$ cat config.mk
export PLATFORM = sky130hd
export DESIGN_NAME = ibus_prefetch_buffer
export DESIGN_NICKNAME = d
export VERILOG_FILES = /design/src/rtl/ibus_prefetch_buffer_pkg.sv /design/src/rtl/ibus_prefetch_buffer_fifo.sv /design/src/rtl/ibus_prefetch_buffer.sv
export SDC_FILE = /design/constraint.sdc
export NUM_CORES = 1
export LEC_CHECK = 0
export ABC_CLOCK_PERIOD_IN_PS = 11100
export CORE_AREA = 3 3 267 269
export DETAILED_ROUTE_END_ITERATION = 8
export DIE_AREA = 0 0 270 272
export SYNTH_ARGS = -nofsm -noshare
export SYNTH_HDL_FRONTEND = slang
export SYNTH_SLANG_ARGS = --single-unit
$ cat constraint.sdc
create_clock -name clk -period 11.1 [get_ports clk]
set_input_delay 1.11 -clock clk [delete_from_list [all_inputs] [get_ports clk]]
set_output_delay 1.11 -clock clk [all_outputs]
set_load 0.01 [all_outputs]
$ cat src/rtl/ibus_prefetch_buffer_pkg.sv
// Shared types for the instruction-bus prefetch buffer.
// FIFO entries pair a fetch address with its instruction word.
package ibus_prefetch_buffer_pkg;

   localparam int unsigned IBUF_ENTRY_ADDR_W = 64;
   localparam int unsigned IBUF_DATA_W       = 32;

   typedef struct packed {
      logic [IBUF_ENTRY_ADDR_W-1:0] addr;
      logic [IBUF_DATA_W-1:0]       data;
   } ibuf_entry_t;

   typedef enum logic [1:0] {
      IBUF_IDLE,
      IBUF_BUSY,
      IBUF_STALE
   } ibuf_state_t;

endpackage

$ cat src/rtl/ibus_prefetch_buffer_fifo.sv
// Prefetch FIFO of {addr, data} entries with flush.
// Flush has priority over push and pop in the same cycle.
module ibuf_fifo
   import ibus_prefetch_buffer_pkg::*;
#(
   parameter int unsigned DEPTH = 4
) (
   input  logic                     clk,
   input  logic                     reset,
   input  logic                     push,
   input  ibuf_entry_t              push_entry,
   input  logic                     pop,
   input  logic                     flush,
   output ibuf_entry_t              head,
   output logic [$clog2(DEPTH):0]   count,
   output logic                     full,
   output logic                     empty
);

   localparam int unsigned PTR_W = $clog2(DEPTH);
   localparam int unsigned CNT_W = PTR_W + 1;

   ibuf_entry_t        mem_q [DEPTH];
   logic [PTR_W-1:0]   rd_ptr_q, rd_ptr_d;
   logic [PTR_W-1:0]   wr_ptr_q, wr_ptr_d;
   logic [CNT_W-1:0]   count_q, count_d;
   logic               push_ok;
   logic               pop_ok;

   assign full    = (count_q == CNT_W'(DEPTH));
   assign empty   = (count_q == '0);
   assign count   = count_q;
   assign head    = mem_q[rd_ptr_q];
   assign push_ok = push && !full && !flush;
   assign pop_ok  = pop && !empty && !flush;

   // Pointers wrap naturally because DEPTH is a power of two.
   always_comb begin
      rd_ptr_d = rd_ptr_q;
      wr_ptr_d = wr_ptr_q;
      count_d  = count_q;
      if (flush) begin
         rd_ptr_d = '0;
         wr_ptr_d = '0;
         count_d  = '0;
      end else begin
         if (push_ok) wr_ptr_d = wr_ptr_q + PTR_W'(1);
         if (pop_ok)  rd_ptr_d = rd_ptr_q + PTR_W'(1);
         count_d = count_q + CNT_W'(push_ok) - CNT_W'(pop_ok);
      end
   end

   always_ff @(posedge clk or negedge reset) begin
      if (!reset) begin
         rd_ptr_q <= '0;
         wr_ptr_q <= '0;
         count_q  <= '0;
         for (int i = 0; i < int'(DEPTH); i++) mem_q[i] <= '0;
      end else begin
         rd_ptr_q <= rd_ptr_d;
         wr_ptr_q <= wr_ptr_d;
         count_q  <= count_d;
         if (push_ok) mem_q[wr_ptr_q] <= push_entry;
      end
   end

endmodule

$ cat src/rtl/ibus_prefetch_buffer.sv
// Sequential instruction prefetch buffer: serves core fetches from a FIFO of
// prefetched words, redirecting and refilling on a miss. One memory request in flight.
module ibus_prefetch_buffer
   import ibus_prefetch_buffer_pkg::*;
#(
   parameter int unsigned DEPTH  = 4,
   parameter int unsigned ADDR_W = 64
) (
   input  logic                     clk,
   input  logic                     reset,
   input  logic                     core_valid,
   input  logic [ADDR_W-1:0]        core_addr,
   output logic                     core_data_ok,
   output logic [31:0]              core_data,
   output logic                     mem_valid,
   output logic [ADDR_W-1:0]        mem_addr,
   input  logic                     mem_data_ok,
   input  logic [31:0]              mem_data,
   output logic [$clog2(DEPTH):0]   count
);

   ibuf_state_t        state_q, state_d;
   logic [ADDR_W-1:0]  fetch_pc_q, fetch_pc_d;
   logic               pc_valid_q, pc_valid_d;
   logic               mem_valid_q, mem_valid_d;
   logic [ADDR_W-1:0]  mem_addr_q, mem_addr_d;

   ibuf_entry_t        head;
   ibuf_entry_t        push_entry;
   logic               fifo_full, fifo_empty;
   logic               push, pop, flush;
   logic               head_match, hit, bypass, redirect, issue;

   ibuf_fifo #(.DEPTH(DEPTH)) u_fifo (
      .clk        (clk),
      .reset      (reset),
      .push       (push),
      .push_entry (push_entry),
      .pop        (pop),
      .flush      (flush),
      .head       (head),
      .count      (count),
      .full       (fifo_full),
      .empty      (fifo_empty)
   );

   assign mem_valid  = mem_valid_q;
   assign mem_addr   = mem_addr_q;
   assign push_entry = '{addr: IBUF_ENTRY_ADDR_W'(mem_addr_q), data: mem_data};

   // Request classification; hit and bypass are mutually exclusive via FIFO emptiness.
   assign head_match = !fifo_empty && (ADDR_W'(head.addr) == core_addr);
   assign hit        = core_valid && head_match;
   assign bypass     = core_valid && fifo_empty && (state_q == IBUF_BUSY) &&
                       (mem_addr_q == core_addr) && mem_data_ok;
   assign redirect   = core_valid && !hit && !bypass &&
                       ((!fifo_empty && !head_match) ||
                        (fifo_empty && (state_q == IBUF_IDLE) &&
                         (!pc_valid_q || (fetch_pc_q != core_addr))) ||
                        ((state_q == IBUF_BUSY) && (mem_addr_q != core_addr)));
   assign issue      = (state_q == IBUF_IDLE) && pc_valid_q && !fifo_full && !redirect;

   always_comb begin
      state_d      = state_q;
      fetch_pc_d   = fetch_pc_q;
      pc_valid_d   = pc_valid_q;
      mem_valid_d  = mem_valid_q;
      mem_addr_d   = mem_addr_q;
      push         = 1'b0;
      pop          = 1'b0;
      flush        = 1'b0;
      core_data_ok = 1'b0;
      core_data    = '0;

      if (hit) begin
         core_data_ok = 1'b1;
         core_data    = head.data;
         pop          = 1'b1;
      end else if (bypass) begin
         core_data_ok = 1'b1;
         core_data    = mem_data;
      end

      if (redirect) begin
         flush      = 1'b1;
         fetch_pc_d = core_addr;
         pc_valid_d = 1'b1;
      end

      case (state_q)
         IBUF_IDLE: begin
            if (issue) begin
               state_d     = IBUF_BUSY;
               mem_valid_d = 1'b1;
               mem_addr_d  = fetch_pc_q;
            end
         end
         IBUF_BUSY: begin
            // A redirect in the response cycle drops the word but keeps the new PC.
            if (mem_data_ok) begin
               state_d     = IBUF_IDLE;
               mem_valid_d = 1'b0;
               if (!redirect) begin
                  fetch_pc_d = mem_addr_q + ADDR_W'(4);
                  push       = !bypass;
               end
            end else if (redirect) begin
               state_d = IBUF_STALE;
            end
         end
         IBUF_STALE: begin
            if (mem_data_ok) begin
               state_d     = IBUF_IDLE;
               mem_valid_d = 1'b0;
            end
         end
         default: state_d = IBUF_IDLE;
      endcase
   end

   always_ff @(posedge clk or negedge reset) begin
      if (!reset) begin
         state_q     <= IBUF_IDLE;
         fetch_pc_q  <= '0;
         pc_valid_q  <= 1'b0;
         mem_valid_q <= 1'b0;
         mem_addr_q  <= '0;
      end else begin
         state_q     <= state_d;
         fetch_pc_q  <= fetch_pc_d;
         pc_valid_q  <= pc_valid_d;
         mem_valid_q <= mem_valid_d;
         mem_addr_q  <= mem_addr_d;
      end
   end

endmodule
## After elaboration in Yosys (flattened, before gate mapping)

Cells that the tools add are included.
Widths: inputs -> output; s select.

- Register bits: 523
- Input bits: 100
- Output and inout bits: 101
- Word-level logic and storage cells: 110

- $add $sub $neg: 5
- Magnitude comparators: 3
- Eq/ne operators: 11
- Muxes and demuxes: 32
- Bitwise logic cells: 2
- Reductions and logical operators: 41

Operator list:

| operator | number |
|---|---|
| $bwmux 384 | 1 |
| $mux 96 | 3 |
| $mux 64 | 4 |
| $bmux 96 s2 | 1 |
| $demux 96 s2 | 1 |
| $eq 64x64->1 | 2 |
| $ne 64x64->1 | 2 |
| $add 64x3->64 const B | 1 |
| $mux 32 | 2 |
| $logic_and 1x1->1 | 21 |
| $mux 2 | 8 |
| $mux 1 | 9 |
| $logic_not 1->1 | 8 |
| $ge 3x3->1 const B | 2 |
| $not 2->3 | 2 |
| $pmux 2 s3 | 1 |
| $reduce_and 3->1 | 2 |
| $reduce_bool 2->1 | 3 |
| $add 2x1->2 const B | 2 |
| $ne 2x2->1 const B | 2 |
| $add 3x1->3 | 1 |
| $eq 3x3->1 const B | 1 |
| $logic_not 3->1 | 1 |
| $logic_or 1x1->1 | 3 |
| other kinds (11) | 11 |

## Longest topological paths before layout

- Depth after elaboration: 19
- Gate-level depth with buffers: 19
- Depth with buffers taken out: 15

## By module

A second synthesis with hierarchy kept.

- Cell total of the unflattened synthesis: 1,953
- Area, all modules: 26,890.8 µm²

By module, submodules not included:

| module | instances | cells each | area an instance (µm²) | seq. area each (µm²) |
|---|---|---|---|---|
| ibuf_fifo | 1 | 977 | 17,623.2 | 9,784.4 |
| ibus_prefetch_buffer | 1 | 976 | 9,267.6 | 3,303.2 |

## Worst setup path before layout

OpenSTA, ideal clock, no wires.

- Kind: input to register
- From: input core_addr[9]
- To: register u_fifo.count_q[2] (netlist: u_fifo.count[2])
- Library setup time: 0.121 ns
- Data arrival time: 4.469 ns
- Data required time: 10.979 ns
- Slack: 6.509 ns
- Stages on the path: 17
- Cell sequence: clkbuf_1 xnor2_1 nand4_1 nor4_1 nand3_1 o41ai_1 a31o_2 buf_1 nor2_1 buf_2 nor3_1 ha_1 inv_1 fa_1 xor2_1 xnor2_1 nor2_1

- Longest elaborated chain between the ends: 15
- Elaborated cells on any way between the ends: 33
- Those cells by class: add/sub (2); eq/ne (4); mux (6); reduce/logical (21)

Ends and longest elaborated chain:

| element | line | RTL |
|---|---|---|
| start, declared | ibus_prefetch_buffer.sv:12 | `input logic [ADDR_W-1:0] core_addr,` |
| $eq 64x64->1 | ibus_prefetch_buffer.sv:52 | `assign head_match = !fifo_empty && (ADDR_W'(head.addr) == core_addr);` |
| $logic_and 1x1->1 | ibus_prefetch_buffer.sv:52 |  |
| $logic_and 1x1->1 or $logic_not 1->1 (tied branches) | ibus_prefetch_buffer.sv:53, ibus_prefetch_buffer.sv:57 |  |
| $logic_not 1->1 or $logic_and 1x1->1 (tied branches) | ibus_prefetch_buffer.sv:56, ibus_prefetch_buffer.sv:57 |  |
| $logic_and 1x1->1 or $logic_or 1x1->1 (tied branches) | ibus_prefetch_buffer.sv:56, ibus_prefetch_buffer.sv:57 |  |
| $logic_and 1x1->1 or $logic_or 1x1->1 (tied branches) | ibus_prefetch_buffer.sv:56, ibus_prefetch_buffer.sv:59 |  |
| $logic_and 1x1->1 | ibus_prefetch_buffer.sv:56 | `assign redirect = core_valid && !hit && !bypass &&` |
| $mux 1 | ibus_prefetch_buffer.sv:103 | `if (!redirect) begin` |
| $mux 1 | ibus_prefetch_buffer.sv:100 | `if (mem_data_ok) begin` |
| $mux 1 | ibus_prefetch_buffer.sv:90 | `case (state_q)` |
| $logic_and 1x1->1 (2 in series) | ibus_prefetch_buffer_fifo.sv:34 | `assign push_ok = push && !full && !flush;` |
| $add 3x1->3 | ibus_prefetch_buffer_fifo.sv:49 | `count_d = count_q + CNT_W'(push_ok) - CNT_W'(pop_ok);` |
| $sub 3x1->3 | ibus_prefetch_buffer_fifo.sv:49 |  |
| $mux 3 * | ibus_prefetch_buffer_fifo.sv:42 | `if (flush) begin` |
| net u_fifo.count_d[2] | ibus_prefetch_buffer_fifo.sv:26 | `logic [CNT_W-1:0] count_q, count_d;` |
| end signal, assigned | ibus_prefetch_buffer_fifo.sv:62 | `count_q <= count_d;` |
| end, declared | ibus_prefetch_buffer_fifo.sv:26 |  |

Mark *: on every way through the listed nets, which the timed path passes. The rest lies on a longest branch.
A chain may end at the register's enable or synchronous reset.

## Final worst setup path

- From: register u_fifo.rd_ptr_q[0]
- To: output core_data[28]

- Longest elaborated chain between the ends: 8

Ends and longest elaborated chain:

| element | line | RTL |
|---|---|---|
| start, declared | ibus_prefetch_buffer_fifo.sv:24 | `logic [PTR_W-1:0] rd_ptr_q, rd_ptr_d;` |
| start signal, assigned | ibus_prefetch_buffer_fifo.sv:60 | `rd_ptr_q <= rd_ptr_d;` |
| $not 2->3 (not written as such) * | ibus_prefetch_buffer_fifo.sv:33 | `assign head = mem_q[rd_ptr_q];` |
| $bmux 96 s2 * | ibus_prefetch_buffer_fifo.sv:33 |  |
| $mux 96 (not written as such) * (2 in series) | ibus_prefetch_buffer_fifo.sv:33 |  |
| $eq 64x64->1 | ibus_prefetch_buffer.sv:52 |  |
| $logic_and 1x1->1 | ibus_prefetch_buffer.sv:52 |  |
| $logic_and 1x1->1 | ibus_prefetch_buffer.sv:53 | `assign hit = core_valid && head_match;` |
| $mux 32 * | ibus_prefetch_buffer.sv:75 | `if (hit) begin` |
| end, declared | ibus_prefetch_buffer.sv:14 | `output logic [31:0] core_data,` |

Every way passes the cells marked *; elsewhere a longest branch is shown, timed or not. The select of a mux whose other input is x is not followed.

==> flow_summary.yaml <==
run_status:
  status: "complete, no violations"
floorplan:
  die_area_mm2: 0.0734
  fp.dieH_um: 272
  coreArea_mm2: 0.0688
  rows: 96
  die_w_um: 270
  ios: 201
  start_util_pct: 40.2
cts:
  h-tree-depth: 2
  ctsHoldBuffers: 0
  post_cts_buffers: 0
  cts_buffers: 56
  cts_resized: 0
  clockBufferDepth: 3
  clk_latency_ps: 610
  cts-root-buf: "clkbuf_16"
  clock-sinks: 523
  cts_tree: "done"
  clk_pin_slew_ps: 60
global_routing:
  grt_max_degree: 172
  grt_pass1_vias: 18500
  grt_antenna_before_repair: 1
  grtUsageTotal_pct: 22.9
  grt_pass1_wl_mm: 127
  overflow: 0
sta:
  slew-limit-headroom_pct: 21.2
  worst_pin_slew_ps: 1180
  max_freq_mhz: 137
  post-route-period-util_pct: 65.8
  rsz0062_at_grt: "false"
  skew_ps: 18.9
  finalSetupViolations: 0
  drv_slew: 0
  fin_tns_setup_ps: 0
  hold_viol_final: 0
  period_needed_ps: 7310
synth:
  netlist_instances: 2094
  synth_nets: 2205
  synth.distinct_cells: 60
  ys_seq_elements: 523
  synth_seq_area_share_pct: 47.3
  synthFlopType: "dfrtp_1"
  postSynthAreaPerCell_um2: 13.2
  post_synth_instance_area_mm2: 0.0276
  synthArstFlopShare_pct: 100
  synth_edf_count: 0
  synth_warnings: 0
worst_setup_path:
  cp_max_fo: 67
  crit_required_ps: 9990
  start_kind: "flip-flop"
  critPathKind: "reg -> out"
  cp_data_arrival_time_ps: 6200
  ff2ff_path_depth: 12
  cp-end-kind: "primary output"
placed_design:
  portBuffers: 200
  gp_congestion: 0.976
  dp_hpwl_mm: 57.8
  place_area_mm2: 0.0301
power:
  p_seq_share_pct: 40.5
  internal_power_mw: 5.50
  combPwrFrac_pct: 37.9
  pwr_density_cell_mw_per_mm2: 271
  swShare_pct: 36.3
  p_leak_nw: 13.9
  p_clk_share_pct: 21.6
  ir_drop_mv: 0.158
  power.switching_mw: 3.14
route:
  detail_route.drc_violations: 0
  wl_mm: 85.0
  ant_nets: 0
  avgRoutedWirePerCell_um: 26.9
  first_pass_iters: 8
  vias: 17800
  first_iter_violations: 1303
  viasPerCell: 5.63
final_layout:
  drive_gt1_share_pct: 28.6
  antenna_cells: 0
  regArea_mm2: 0.0131
  multiInputGateArea_mm2: 0.0135
  design_area_mm2: 0.0319
  fillerInstances: 6037
  syn_to_final_growth_pct: 15.3
  fin_nets: 2297
job:
  max_cap_violations: 0
worst_hold_path:
  hold_path_class: "in -> async"
## path summary, 6_finish.rpt
kind / start / to / slack, ps
setup / recovery: u_fifo.rd_ptr_q[0] / core_data[28] / 3790
hold / removal: reset / u_fifo.mem_q[5] / 490
setup reg to reg: u_fifo.rd_ptr_q[0] / u_fifo.mem_q[259] / 4420
hold reg to reg: u_fifo.mem_q[43] / u_fifo.mem_q[43] / 500
max in group asynchronous: reset / fetch_pc_q[42] / 8420
min in group clk: u_fifo.mem_q[43] / u_fifo.mem_q[43] / 500
## cells in the final DEF (no fill, tap or decap), drive strengths merged, types with 4 or more instances in the layout
cell and count:
nor2 54, mux2 499, nand3 25, o211ai 5, a21oi 10, nor3 16, clkinv 7, o2bb2ai 20
and3 13, clkdlybuf4s50 199, mux2i 56, or2 4, mux4 72, inv 23, o21ai 54, buf 26
xnor2 154, xor2 88, nand2 92, a22o 34, and4 12, dfrtp 523, o22ai 24, nor4 21
ha 10, nand4 43, clkbuf 85, a22oi 4, and2 7
## through the flow
stage | std cells | hold slack, ps | util, % | power (mW) | worst slack, ps
final | 3155 | 491 | 46.3 | 8.65 | 3790
after global routing | 3155 | 508 | 46.3 | 9.09 | 3530
after CTS | 3155 | 496 | 46.3 | 8.70 | 3750
after detailed placement | 3059 | 488 | 43.7 | 6.80 | 4440
after global placement | 3059 | 481 | 43.7 | 6.69 | 4430
after floorplan | 2094 | 474 | - | 5.52 | 6510
## power by group through the flow
stage                     Sequential (mW)  Combinational, mW  Clock, mW
after global placement               3.46               3.22          0
after detailed placement             3.52               3.27          0
after floorplan                      3.11               2.40          0
after CTS                            3.49               3.29       1.91
final                                3.50               3.28       1.86
after global routing                 3.62               3.49       1.99
## Yosys cell counts, types with 3 or more instances
cell type	count	share of area, %
o2111ai_1	3	0.095
and2_1	7	0.16
nand3_1	25	0.45
and3_1	13	0.29
mux4_2	72	5.9
a22oi_1	4	0.11
xnor2_1	154	4.9
xor2_1	88	2.8
or2_2	4	0.090
o21ai_0	54	0.98
mux2_4	160	8.7
dfrtp_1	523	47
a22o_1	34	1.1
nor4_1	21	0.48
nand4_1	43	0.97
inv_1	21	0.29
nor2b_1	3	0.068
o22ai_1	24	0.54
and4_1	12	0.38
o211ai_4	4	0.31
a21oi_1	10	0.18
o2bb2ai_1	20	0.63
nor2_1	54	0.73
nor3_1	16	0.29
clkbuf_1	111	1.5
mux2_1	60	2.4
ha_1	10	0.45
buf_4	4	0.11
mux2_2	279	11
a31o_2	3	0.095
buf_2	40	0.72
mux2i_1	56	2.0
nand2_1	92	1.2
buf_6	29	1.2
a211oi_1	3	0.081
buf_1	6	0.081
## cell type report
cell class,count,area share (%)
Clock buffer,85,5.18
Sequential cell,523,41.1
Timing Repair Buffer,225,7.00
Inverter,23,0.271
Clock inverter,11,0.451
Multi-Input combinational cell,1357,42.4
Tap cell,931,3.65
## critical path, stage by stage, from the launching register on
cell             delay (ps)
dfrtp_4                 870
buf_12                  500
clkinv_1                980
or2_2                   630
a32oi_1                 290
nand4_1                 170
nor4_1                  430
nand4_1                 290
clkinv_1                100
buf_4                   400
a22o_1                  250
clkdlybuf4s50_1         550
## kinds of logic (layout without fill, tap and decap cells)
group | count (synthesis) | in the layout | synth area share [%]
flip-flops | 523 | 523 | 47.3
AO/OA/AOI/OAI | 180 | 180 | 4.77
buffers and inverters | 214 | 344 | 3.93
multiplexers | 627 | 627 | 30.4
XOR/XNOR | 242 | 242 | 7.67
adder cells (fa/ha/maj) | 11 | 11 | 0.525
AND/OR/NAND/NOR | 297 | 297 | 5.37
## registers in the layout (all words and copies together) (netlist names)
name	cells
u_fifo.mem_q	384
state_q	2
mem_addr	64
fetch_pc_q	64
mem_valid	1
u_fifo.count	3
pc_valid_q	1
u_fifo.rd_ptr_q	2
u_fifo.wr_ptr_q	2
## routing by layer
metal | routed length [µm] | track usage (%)
met1 | 37700 | 31.4
met2 | 39800 | 36.7
met3 | 4340 | 4.01
met4 | 3120 | 8.28
met5 | 16 | 0
Power figures use the tool's default switching activity.
